===== src/rtl/rv_pkg.sv =====
// Shared RV32I control encodings: opcodes, imm_gen select, PC/WB mux codes, FSM states.
// Pure declarations; no latency or flow control.
package rv_pkg;

  localparam logic [6:0] OPC_LUI    = 7'b0110111;
  localparam logic [6:0] OPC_AUIPC  = 7'b0010111;
  localparam logic [6:0] OPC_JAL    = 7'b1101111;
  localparam logic [6:0] OPC_JALR   = 7'b1100111;
  localparam logic [6:0] OPC_BRANCH = 7'b1100011;
  localparam logic [6:0] OPC_LOAD   = 7'b0000011;
  localparam logic [6:0] OPC_STORE  = 7'b0100011;
  localparam logic [6:0] OPC_OPIMM  = 7'b0010011;
  localparam logic [6:0] OPC_OP     = 7'b0110011;
  localparam logic [6:0] OPC_FENCE  = 7'b0001111;
  localparam logic [6:0] OPC_SYSTEM = 7'b1110011;

  localparam logic [2:0] EXT_I     = 3'b000;
  localparam logic [2:0] EXT_B     = 3'b001;
  localparam logic [2:0] EXT_J     = 3'b010;
  localparam logic [2:0] EXT_S     = 3'b011;
  localparam logic [2:0] EXT_U     = 3'b100;
  localparam logic [2:0] EXT_SHAMT = 3'b101;
  localparam logic [2:0] EXT_NONE  = 3'b111;

  localparam logic [1:0] PC_PLUS4 = 2'b00;
  localparam logic [1:0] PC_IMM   = 2'b01;
  localparam logic [1:0] PC_JALR  = 2'b10;

  localparam logic [1:0] WB_ALU = 2'b00;
  localparam logic [1:0] WB_MEM = 2'b01;
  localparam logic [1:0] WB_PC4 = 2'b10;

  typedef enum logic [2:0] {
    ST_FETCH  = 3'd0,
    ST_DECODE = 3'd1,
    ST_EXEC   = 3'd2,
    ST_MEM    = 3'd3,
    ST_WB     = 3'd4,
    ST_TRAP   = 3'd5
  } state_e;

  typedef enum logic [3:0] {
    IC_OP, IC_OPIMM, IC_LUI, IC_AUIPC, IC_JAL, IC_JALR, IC_LOAD,
    IC_STORE, IC_BRANCH, IC_FENCE, IC_SYSTEM, IC_ILLEGAL
  } iclass_e;

endpackage


===== src/rtl/rv_op_decode.sv =====
// Combinational opcode/funct3 -> instruction class and imm_gen select.
// Zero latency, no flow control.
module rv_op_decode
  import rv_pkg::*;
(
  input  logic [6:0] opcode,
  input  logic [2:0] funct3,
  output iclass_e    iclass,
  output logic [2:0] ext_op
);

  always_comb begin
    iclass = IC_ILLEGAL;
    ext_op = EXT_NONE;
    case (opcode)
      OPC_OPIMM: begin
        iclass = IC_OPIMM;
        ext_op = (funct3 == 3'b001 || funct3 == 3'b101) ? EXT_SHAMT : EXT_I;
      end
      OPC_OP:     iclass = IC_OP;
      OPC_LUI:    begin iclass = IC_LUI;    ext_op = EXT_U; end
      OPC_AUIPC:  begin iclass = IC_AUIPC;  ext_op = EXT_U; end
      OPC_JAL:    begin iclass = IC_JAL;    ext_op = EXT_J; end
      OPC_JALR:   begin iclass = IC_JALR;   ext_op = EXT_I; end
      OPC_LOAD:   begin iclass = IC_LOAD;   ext_op = EXT_I; end
      OPC_STORE:  begin iclass = IC_STORE;  ext_op = EXT_S; end
      OPC_BRANCH: begin iclass = IC_BRANCH; ext_op = EXT_B; end
      OPC_FENCE:  iclass = IC_FENCE;
      // ECALL/EBREAK share funct3=000; CSR forms are outside RV32I
      OPC_SYSTEM: iclass = (funct3 == 3'b000) ? IC_SYSTEM : IC_ILLEGAL;
      default: ;
    endcase
  end

endmodule


===== src/rtl/rv_mc_ctrl.sv =====
// Multi-cycle RV32I control FSM: FETCH/DECODE/EXEC/MEM/WB, 3-5 cycles per instruction.
// FETCH and MEM hold mem_req until mem_ready; all strobes drop asynchronously in reset.
module rv_mc_ctrl
  import rv_pkg::*;
#(
  parameter bit TRAP_ON_ILLEGAL = 1'b1
) (
  input  logic        clk,
  input  logic        rst_n,
  input  logic [31:0] inst,
  input  logic        br_taken,
  input  logic        mem_ready,
  output logic [2:0]  ext_op,
  output logic        ir_we,
  output logic        pc_we,
  output logic [1:0]  pc_sel,
  output logic        rf_we,
  output logic [1:0]  wb_sel,
  output logic        alu_src_a,
  output logic        alu_src_b,
  output logic        mem_req,
  output logic        mem_we,
  output logic [2:0]  state,
  output logic        illegal
);

  state_e     state_q, state_d;
  logic [2:0] ext_op_q, ext_op_d;
  logic       illegal_q, illegal_d;
  iclass_e    iclass;
  logic [2:0] dec_ext_op;
  logic       rd_nz;
  logic       imm_form;
  logic       inst_unused;

  assign inst_unused = ^inst[31:15];
  assign rd_nz       = (inst[11:7] != 5'd0);
  assign imm_form    = iclass inside {IC_OPIMM, IC_LUI, IC_AUIPC, IC_JAL,
                                      IC_JALR, IC_LOAD, IC_STORE};

  rv_op_decode u_dec (
    .opcode (inst[6:0]),
    .funct3 (inst[14:12]),
    .iclass (iclass),
    .ext_op (dec_ext_op)
  );

  always_ff @(posedge clk or negedge rst_n) begin
    if (!rst_n) begin
      state_q   <= ST_FETCH;
      ext_op_q  <= EXT_NONE;
      illegal_q <= 1'b0;
    end else begin
      state_q   <= state_d;
      ext_op_q  <= ext_op_d;
      illegal_q <= illegal_d;
    end
  end

  always_comb begin
    state_d   = state_q;
    ext_op_d  = ext_op_q;
    illegal_d = illegal_q;
    case (state_q)
      ST_FETCH: if (mem_ready) state_d = ST_DECODE;
      ST_DECODE: begin
        ext_op_d = dec_ext_op;
        if (iclass == IC_SYSTEM || (iclass == IC_ILLEGAL && TRAP_ON_ILLEGAL))
          state_d = ST_TRAP;
        else
          state_d = ST_EXEC;
      end
      ST_EXEC: begin
        case (iclass)
          IC_LOAD, IC_STORE:                         state_d = ST_MEM;
          IC_BRANCH, IC_FENCE, IC_ILLEGAL, IC_SYSTEM: state_d = ST_FETCH;
          default:                                   state_d = ST_WB;
        endcase
      end
      ST_MEM:  if (mem_ready) state_d = (iclass == IC_LOAD) ? ST_WB : ST_FETCH;
      ST_WB:   state_d = ST_FETCH;
      ST_TRAP: state_d = ST_TRAP;
      default: state_d = ST_FETCH;
    endcase
    if (state_d == ST_TRAP) illegal_d = 1'b1;
  end

  // Gated by rst_n so an in-flight request is abandoned without waiting for a clock
  always_comb begin
    ir_we     = 1'b0;
    pc_we     = 1'b0;
    pc_sel    = PC_PLUS4;
    rf_we     = 1'b0;
    wb_sel    = WB_ALU;
    alu_src_a = 1'b0;
    alu_src_b = 1'b0;
    mem_req   = 1'b0;
    mem_we    = 1'b0;
    if (rst_n) begin
      case (state_q)
        ST_FETCH: begin
          mem_req = 1'b1;
          ir_we   = mem_ready;
        end
        ST_EXEC: begin
          alu_src_a = (iclass == IC_AUIPC);
          alu_src_b = imm_form;
          case (iclass)
            IC_BRANCH: begin
              pc_we  = 1'b1;
              pc_sel = br_taken ? PC_IMM : PC_PLUS4;
            end
            IC_FENCE, IC_ILLEGAL: pc_we = 1'b1;
            default: ;
          endcase
        end
        ST_MEM: begin
          mem_req = 1'b1;
          mem_we  = (iclass == IC_STORE);
          pc_we   = (iclass == IC_STORE) && mem_ready;
        end
        ST_WB: begin
          rf_we  = rd_nz;
          pc_we  = 1'b1;
          wb_sel = (iclass == IC_LOAD) ? WB_MEM :
                   (iclass == IC_JAL || iclass == IC_JALR) ? WB_PC4 : WB_ALU;
          pc_sel = (iclass == IC_JAL)  ? PC_IMM :
                   (iclass == IC_JALR) ? PC_JALR : PC_PLUS4;
        end
        default: ;
      endcase
    end
  end

  assign ext_op  = ext_op_q;
  assign illegal = illegal_q;
  assign state   = state_q;

endmodule


===== config.mk =====
export PLATFORM = sky130hd
export DESIGN_NAME = rv_mc_ctrl
export DESIGN_NICKNAME = d
export VERILOG_FILES = /design/src/rtl/rv_pkg.sv /design/src/rtl/rv_op_decode.sv /design/src/rtl/rv_mc_ctrl.sv
export SDC_FILE = /design/constraint.sdc
export NUM_CORES = 1
export LEC_CHECK = 0
export ABC_CLOCK_PERIOD_IN_PS = 3200
export CAP_MARGIN = 20
export CORE_UTILIZATION = 32
export DETAILED_ROUTE_END_ITERATION = 6
export MAX_ROUTING_LAYER = met4
export PLACE_DENSITY = 0.73
export SLEW_MARGIN = 20
export SYNTH_ARGS = -nofsm -noshare
export SYNTH_HDL_FRONTEND = slang
export SYNTH_HIERARCHICAL = 1
export SYNTH_SLANG_ARGS = --single-unit

===== constraint.sdc =====
create_clock -name clk -period 3.2 [get_ports clk]
set_clock_uncertainty 0.05 [all_clocks]
set_input_delay 0.96 -clock clk [delete_from_list [all_inputs] [get_ports clk]]
set_output_delay 0.96 -clock clk [all_outputs]
set_load 0.01 [all_outputs]

==> results.json, run 1 <==
{
  "yosysSeqAreaShare_pct": 21.8,
  "multiInputGateArea_um2": 850,
  "antenna_found_initial": 0,
  "yosysWarnings": 6,
  "grt_pass1_vias": 1233,
  "hpwl_um": 2220,
  "drive_gt1_share_pct": 62.5,
  "p_leak_nw": 0.816,
  "pwr-share-seq_pct": 27.7,
  "hold_depth": 1,
  "syn_to_final_growth_pct": 133,
  "fin_ws_ps": -446,
  "chipHeight_um": 52.6,
  "grtUsageTotal_pct": 28.6,
  "worstPathArrival_ps": 2640,
  "synth_area_um2": 821,
  "place_congestion": 0.810,
  "ys_ff_latch": 7,
  "p_int_uw": 346,
  "cts.htree.levels": 1,
  "port_buffers": 36,
  "hold_buffers": 0,
  "vias_per_cell": 5.57,
  "vias": 1226,
  "swShare_pct": 41.7,
  "pwr-share-clk_pct": 13.3,
  "clk_path_buf_depth": 2,
  "clock.fmax_mhz": 274,
  "drtAntennaViolNets": 0,
  "firstDrtPassIters": 4,
  "start_util_pct": 35.4,
  "grt_pass1_wl_um": 5640,
  "maxCapViolCount": 0,
  "rows": 17,
  "drc": 0,
  "synth-edff-count": 0,
  "pwr-share-comb_pct": 59.0,
  "ff2ff_path_depth": 5,
  "fin_crit_ps": 3650,
  "clkSinkCount": 7,
  "rsz0062_at_grt": "true",
  "crit_path_max_fanout": 5,
  "switchingPower_uw": 248,
  "final_cell_area_um2": 1920,
  "cts_root_buf": "clkbuf_4",
  "io-pin-count": 54,
  "fillCellCount": 116,
  "synth_nets": 141,
  "die-area_um2": 2770,
  "tns_ps": -2170,
  "top_layer": "met4",
  "status": "finished with violations",
  "final_common_cell": "buf_4",
  "wl_per_cell_um": 18.2,
  "drv_slew": 0,
  "slew_headroom_pct": 74.1,
  "clk_latency_ps": 250,
  "yosysUniqueCellTypes": 40,
  "violations": "negative setup slack",
  "drt-met1-wl_um": 1650,
  "fin_crit_sh_pct": 114,
  "ir_drop_v": 0.000333,
  "layout.nets": 229,
  "routed_wl_um": 4010,
  "diodes": 0,
  "crit_type": "in2out",
  "tightest_slew_ps": 388,
  "synth_top_flop_cell": "dfrtp_1",
  "wl_met2_um": 2030,
  "die_x_um": 52.6,
  "finalHoldViolations": 0,
  "synth-async-reset-ratio_pct": 100,
  "cp.required_ps": 2190,
  "layout_common_cells": "buf_4 (39), clkdlybuf4s50_1 (14), buf_6 (14)",
  "syn_area_per_cell_um2": 7.82,
  "path_clk_slew_ps": 50,
  "globalRoute.totalOverflow": 0,
  "hp-class": "reg2reg",
  "crit_path_end_kind": "output pin",
  "setup_viol_count_final": 8,
  "syn_inst": 105,
  "cts_tree": "yes",
  "placed_area_um2": 1420,
  "dr.first_iter.drc_count": 27,
  "start_kind": "input port",
  "wl_met3_um": 163,
  "grt_max_degree": 11,
  "p_per_area_nw_per_um2": 310,
  "core_um2": 2320,
  "cts_buffers": 3,
  "regArea_um2": 179
}
[power groups by stage]
stage,clock [mW],combinational [mW],sequential [mW]
2_1_floorplan,0,0.130,0.164
3_3_place_gp,0,0.283,0.161
3_5_place_dp,0,0.286,0.161
4_1_cts,0.0826,0.314,0.163
5_1_grt,0.0892,0.370,0.169
6_report,0.0790,0.351,0.165
[per-layer routing]
layer,global-route usage (%),vias to the layer above
met5,-,-
met3,2.61,14
met1,33.3,581
met4,12.7,0
li1,-,573
met2,49.4,58
[worst paths after layout]
check / endpoint / slack, ps / startpoint
hold / removal: illegal / 450 / illegal
hold reg to reg: illegal / 450 / illegal
setup reg to reg: state[2] / 1750 / state[0]
max in group asynchronous: ext_op[2] / 2060 / rst_n
min in group asynchronous: state[0] / 830 / rst_n
setup / recovery: pc_we / -450 / inst[0]
[worst max-delay path: stages]
cell           delay (ps)
dlygate4sd2_1         320
nand2_2               120
a21oi_1               290
o21ai_4               150
buf_6                 160
nand3_4                80
nor3_2                 50
a31oi_1               260
o21ai_1               120
buf_2                 150
[synthesized netlist by cell type, types with 2 or more instances]
library cell	n	area (µm²)
nand2_1	9	33.8
nor3_1	7	35.0
a21oi_1	5	25.0
nand2b_1	5	31.3
nand3_1	5	25.0
nor2_1	5	18.8
nor2b_1	5	31.3
a31oi_1	4	25.0
buf_2	4	20.0
dfrtp_1	4	100
nor4_1	4	25.0
o21ai_0	4	20.0
o31ai_1	4	30.0
and2_1	3	18.8
dfstp_2	3	78.8
mux2_2	3	33.8
a31o_2	2	17.5
and2b_1	2	15.0
buf_6	2	22.5
inv_1	2	7.51
nor4b_1	2	17.5
o21ai_1	2	10.0
o32ai_1	2	17.5
[sequential cells by signal (all words and copies together) (netlist names)]
signal,flops
ext_op,3
state,3
illegal,1
[cell type report]
class / count / area share (%)
multi-input cells: 88 / 44.4
repair buffers: 90 / 42.5
flip-flops and latches: 7 / 9.34
well taps: 28 / 1.83
clock buffers: 4 / 1.37
inverters: 3 / 0.588
[cell families after synthesis]
| family | share of synthesized area, % |
|---|---|
| buf+inv | 7.47 |
| mux | 4.12 |
| compound gates | 22.6 |
| simple gates | 44.1 |
| flops | 21.8 |
[stage by stage]
| stage | utilization [%] | std cells | total power [mW] | hold WS, ps | worst slack (ps) |
|---|---|---|---|---|---|
| finish | 82.6 | 220 | 0.594 | 451 | -446 |
| detailed placement | 61.4 | 193 | 0.447 | 436 | -1220 |
| global route | 82.6 | 220 | 0.628 | 480 | -442 |
| CTS | 73.1 | 212 | 0.559 | 458 | -221 |
| global placement | 61.4 | 193 | 0.445 | 404 | -1160 |
| floorplan | - | 105 | 0.294 | 454 | -42.8 |
[timing repair]
action	4_1_cts	5_1_grt
gates cloned	0	1
gates resized for setup	118	29
buffers inserted	17	7
pin swaps	22	19
setup endpoints to repair	11	8
(Power assumes the default switching activity.)
==> run 2: changes to the inputs <==
==> constraint.sdc (replaced) <==
create_clock -name clk -period 3.2 [get_ports clk]
set_clock_uncertainty 0.05 [all_clocks]
set_input_delay 0.64 -clock clk [delete_from_list [all_inputs] [get_ports clk]]
set_output_delay 0.64 -clock clk [all_outputs]
set_load 0.01 [all_outputs]
==> results.json, run 2 (synthesis gave the netlist of run 1 again) <==
{
  "status": "completed",
  "setup_viol_count_final": 0,
  "cp.required_ps": 2510,
  "clk_latency_ps": 260,
  "dr.first_iter.drc_count": 30,
  "p_per_area_nw_per_um2": 361,
  "grt_pass1_wl_um": 4410,
  "clkSinkCount": 7,
  "layout.nets": 206,
  "rows": 17,
  "chipHeight_um": 52.6,
  "globalRoute.totalOverflow": 0,
  "drtAntennaViolNets": 0,
  "start_kind": "input port",
  "cts_buffers": 3,
  "ir_drop_v": 0.000299,
  "routed_wl_um": 2620,
  "wl_per_cell_um": 13.3,
  "cts_tree": "yes",
  "dpl.cell_count": 191,
  "maxCapViolCount": 0,
  "slew_headroom_pct": 78.8,
  "start_util_pct": 35.4,
  "grtUsageTotal_pct": 22.0,
  "placed_area_um2": 1380,
  "tightest_slew_ps": 315,
  "crit_path_max_fanout": 6,
  "firstDrtPassIters": 4,
  "crit_type": "in2out",
  "vias_per_cell": 5.30,
  "final_common_cell": "buf_4",
  "crit_path_end_kind": "output pin",
  "layout_common_cells": "buf_4 (29), clkdlybuf4s50_1 (23), nand2_1 (9)",
  "gr-usage-met1_pct": 28.5,
  "p_leak_nw": 0.597,
  "grtUsageMet3_pct": 2.03,
  "io-pin-count": 54,
  "core_um2": 2320,
  "place_congestion": 0.905,
  "drc": 0,
  "vias": 1044,
  "hpwl_um": 2030,
  "finalHoldViolations": 0,
  "grt_pass1_vias": 1017,
  "worstPathArrival_ps": 2420,
  "hp-class": "reg2reg",
  "cts.htree.levels": 1,
  "drv_slew": 0,
  "drive_gt1_share_pct": 37.9,
  "die_x_um": 52.6,
  "cts_root_buf": "clkbuf_4",
  "fin_crit_sh_pct": 97.3,
  "grt_max_degree": 11,
  "clock.fmax_mhz": 321,
  "syn_to_final_growth_pct": 75.0,
  "final_cell_area_um2": 1440,
  "fillCellCount": 222,
  "die-area_um2": 2770,
  "busiest_layer": "met2",
  "fin_crit_ps": 3110,
  "antenna_found_initial": 0,
  "path_clk_slew_ps": 50,
  "rsz0062_at_grt": "false",
  "port_buffers": 36,
  "diodes": 0,
  "grtUsageMet2_pct": 33.5,
  "total_power_uw": 519,
  "clk_path_buf_depth": 2,
  "finalNonFillerCells": 197,
  "tns_ps": 0
}
## run 2: cell types whose count changed in the layout (fill, tap and decap cells not counted), moves of 3 or more
cell | before | now
buf_2 | 10 | 3
buf_4 | 39 | 29
buf_6 | 14 | 2
buf_8 | 5 | 0
clkbuf_2 | 0 | 4
clkdlybuf4s50_1 | 14 | 23
nand2_1 | 5 | 9
nand3_1 | 1 | 5
nand3_2 | 4 | 1
nor3_1 | 1 | 5
nor3_4 | 3 | 0
## run 2: layout make-up
class / count / area, µm² / area share (%)
flip-flops and latches: 7 / 179 / 12.5
multi-input cells: 88 / 623 / 43.4
well taps: 28 / 35.0 / 2.44
repair buffers: 67 / 562 / 39.1
clock buffers: 4 / 26.3 / 1.83
inverters: 3 / 11.3 / 0.784
## run 2: worst max-delay path, cell delays in order
cell	delay (ps)
clkdlybuf4s50_1	420
o31a_1	310
o32ai_2	280
o21ai_2	150
buf_4	160
nor3_1	180
dlygate4sd1_1	280
## run 2: what timing repair did
action,CTS,global route
setup endpoints to repair,8,8
resized for setup,29,17
hold buffers,0,0
pin swaps,4,4
buffers inserted,1,1
## run 2: final timing paths
check	from	end	slack, ps	cells past startpoint
min reg2reg	illegal	illegal	430	1
max reg2reg	state[1]	ext_op[2]	1850	3
min	illegal	illegal	430	1
max	inst[13]	wb_sel[0]	90	7
min in group asynchronous	rst_n	state[1]	780	2
max in group asynchronous	rst_n	ext_op[0]	2110	2
## run 2: power by group
part | internal [mW] | leakage [nW] | switching [mW] | total (mW)
clock | 0.0477 | 0.0150 | 0.0342 | 0.0819
combinational | 0.145 | 0.506 | 0.133 | 0.278
sequential | 0.119 | 0.0763 | 0.0394 | 0.159
total | 0.312 | 0.597 | 0.206 | 0.519
## run 2: metrics by stage
stage	worst slack, ps	util (%)	hold slack [ps]
floorplan	305	-	294
global placement	-572	59.7	403
detailed placement	-664	59.7	415
CTS	8.73	61.4	431
global route	16.7	62.0	432
finish	87.5	62.0	427
## run 2: layer usage
layer | up-vias | wire (µm)
met5 | - | 0
met4 | 0 | 74
met3 | 7 | 89
met2 | 30 | 1250
met1 | 482 | 1210
li1 | 525 | -
==> run 3: changes to the inputs <==
--- a/config.mk
+++ b/config.mk
@@ -11,6 +11,7 @@
 export DETAILED_ROUTE_END_ITERATION = 6
 export MAX_ROUTING_LAYER = met4
 export PLACE_DENSITY = 0.73
+export SETUP_SLACK_MARGIN = 0.1
 export SLEW_MARGIN = 20
 export SYNTH_ARGS = -nofsm -noshare
 export SYNTH_HDL_FRONTEND = slang
==> results.json, run 3 (synthesis gave the netlist of run 1 again) <==
{
  "status": "completed",
  "cts.htree.levels": 1,
  "port_buffers": 36,
  "maxCapViolCount": 0,
  "layout.nets": 209,
  "hold_buffers": 0,
  "clk_latency_ps": 260,
  "wl_met2_um": 1390,
  "start_util_pct": 35.4,
  "dr.first_iter.drc_count": 32,
  "clock.fmax_mhz": 326,
  "drtAntennaViolNets": 0,
  "drc": 0,
  "grt_max_degree": 11,
  "path_cells": "clkdlybuf4s50_1 > o31a_1 > o32ai_2 > o21ai_2 > buf_4 > nor3_2 > nor4_1 > dlygate4sd2_1",
  "wl_met3_um": 107,
  "cp.required_ps": 2510,
  "tightest_slew_ps": 328,
  "cts_tree": "yes",
  "hp-class": "reg2reg",
  "pwr-share-comb_pct": 53.8,
  "hpwl_um": 2030,
  "place_congestion": 0.905,
  "rsz0062_at_grt": "true",
  "fillCellCount": 225,
  "p_leak_nw": 0.605,
  "cts_buffers": 3,
  "worstPathArrival_ps": 2380,
  "final_cell_area_um2": 1450,
  "antenna_found_initial": 0,
  "grt_pass1_wl_um": 4460,
  "grt_pass1_vias": 1013,
  "switchingPower_uw": 209,
  "core_um2": 2320,
  "slowest_delay_ps": 400,
  "top_layer": "met4",
  "layout_common_cells": "buf_4 (32), clkdlybuf4s50_1 (22), nand2_1 (9)",
  "slew_headroom_pct": 77.9,
  "die-area_um2": 2770,
  "final_common_cell": "buf_4",
  "fin_crit_sh_pct": 95.9,
  "clk_path_buf_depth": 2,
  "drv_slew": 0,
  "path_clk_slew_ps": 50,
  "pwr-share-seq_pct": 30.5,
  "crit_path_end_kind": "output pin",
  "pwr-share-clk_pct": 15.7,
  "routed_wl_um": 2820,
  "fin_crit_ps": 3070,
  "drive_gt1_share_pct": 37.8,
  "drt-met1-wl_um": 1240,
  "wl_per_cell_um": 14.1,
  "firstDrtPassIters": 4,
  "clkSinkCount": 7,
  "globalRoute.totalOverflow": 0,
  "syn_to_final_growth_pct": 76.8,
  "tns_ps": 0,
  "chipHeight_um": 52.6,
  "vias": 1070,
  "slowest_stage": "clkdlybuf4s50_1",
  "setup_viol_count_final": 0,
  "swShare_pct": 40.0,
  "crit_type": "in2out",
  "rrSetupSlack_ps": 1830,
  "start_kind": "input port",
  "crit_path_max_fanout": 6,
  "die_x_um": 52.6,
  "rows": 17,
  "finalHoldViolations": 0,
  "diodes": 0,
  "p_per_area_nw_per_um2": 360,
  "p_int_uw": 314,
  "io-pin-count": 54,
  "vias_per_cell": 5.35,
  "grtUsageTotal_pct": 22.3,
  "cts_root_buf": "clkbuf_4",
  "ir_drop_v": 0.000301,
  "placed_area_um2": 1380
}
## run 3: cell count changes in the layout (fill, tap and decap cells not counted), sizes merged
cell / previous run / this run
clkbuf: 8 / 6
dlygate4sd2: 4 / 5
dlygate4sd1: 1 / 0
buf: 34 / 39
clkdlybuf4s15: 0 / 1
clkdlybuf4s50: 23 / 22
## run 3: area by class of cell
| class | instances | area (µm²) | share of cell area (%) |
|---|---|---|---|
| multi-input cells | 88 | 616 | 42.4 |
| repair buffers | 70 | 584 | 40.3 |
| flip-flops and latches | 7 | 179 | 12.3 |
| well taps | 28 | 35.0 | 2.41 |
| clock buffers | 4 | 26.3 | 1.81 |
| inverters | 3 | 11.3 | 0.776 |
## run 3: final timing paths
check	from	end	depth (start not counted)
worst max-delay path	inst[14]	alu_src_b	8
worst min-delay path	illegal	illegal	1
worst max register to register	state[0]	state[2]	4
worst min register to register	illegal	illegal	1
max in group asynchronous	rst_n	ext_op[0]	2
min in group asynchronous	rst_n	state[1]	2
## run 3: through the flow
step / hold slack [ps] / utilization (%) / setup WS, ps / total power [mW] / cells
floorplan: 294 / - / 305 / 0.288 / 105
global placement: 403 / 59.7 / -572 / 0.426 / 191
detailed placement: 415 / 59.7 / -664 / 0.433 / 191
CTS: 431 / 61.4 / 55.0 / 0.521 / 197
global route: 432 / 62.6 / 37.0 / 0.559 / 200
finish: 427 / 62.6 / 131 / 0.522 / 200
## run 3: power by group through the flow
stage	clock [mW]	combinational, mW	sequential (mW)
after detailed placement	0	0.273	0.160
after floorplan	0	0.124	0.164
final	0.0818	0.281	0.159
after global placement	0	0.266	0.160
after global routing	0.0883	0.305	0.166
after CTS	0.0868	0.275	0.159
## run 3: critical path, delay by kind of cell
kind / cells / cell delay [ps]
compound gates: 3 / 700
buf+inv: 3 / 870
simple gates: 2 / 180
## run 3: per-layer routing
layer | track usage (%) | up-vias
met5 | - | -
met4 | 11.8 | 0
met3 | 2.03 | 9
met2 | 34.0 | 40
met1 | 29.0 | 491
li1 | - | 530
## run 3: what timing repair did
| action | 4_1_cts | 5_1_grt |
|---|---|---|
| endpoints found under the setup margin | 8 | 6 |
| gates resized for setup | 38 | 9 |
| pin swaps | 5 | 5 |
| setup buffers | 2 | 3 |
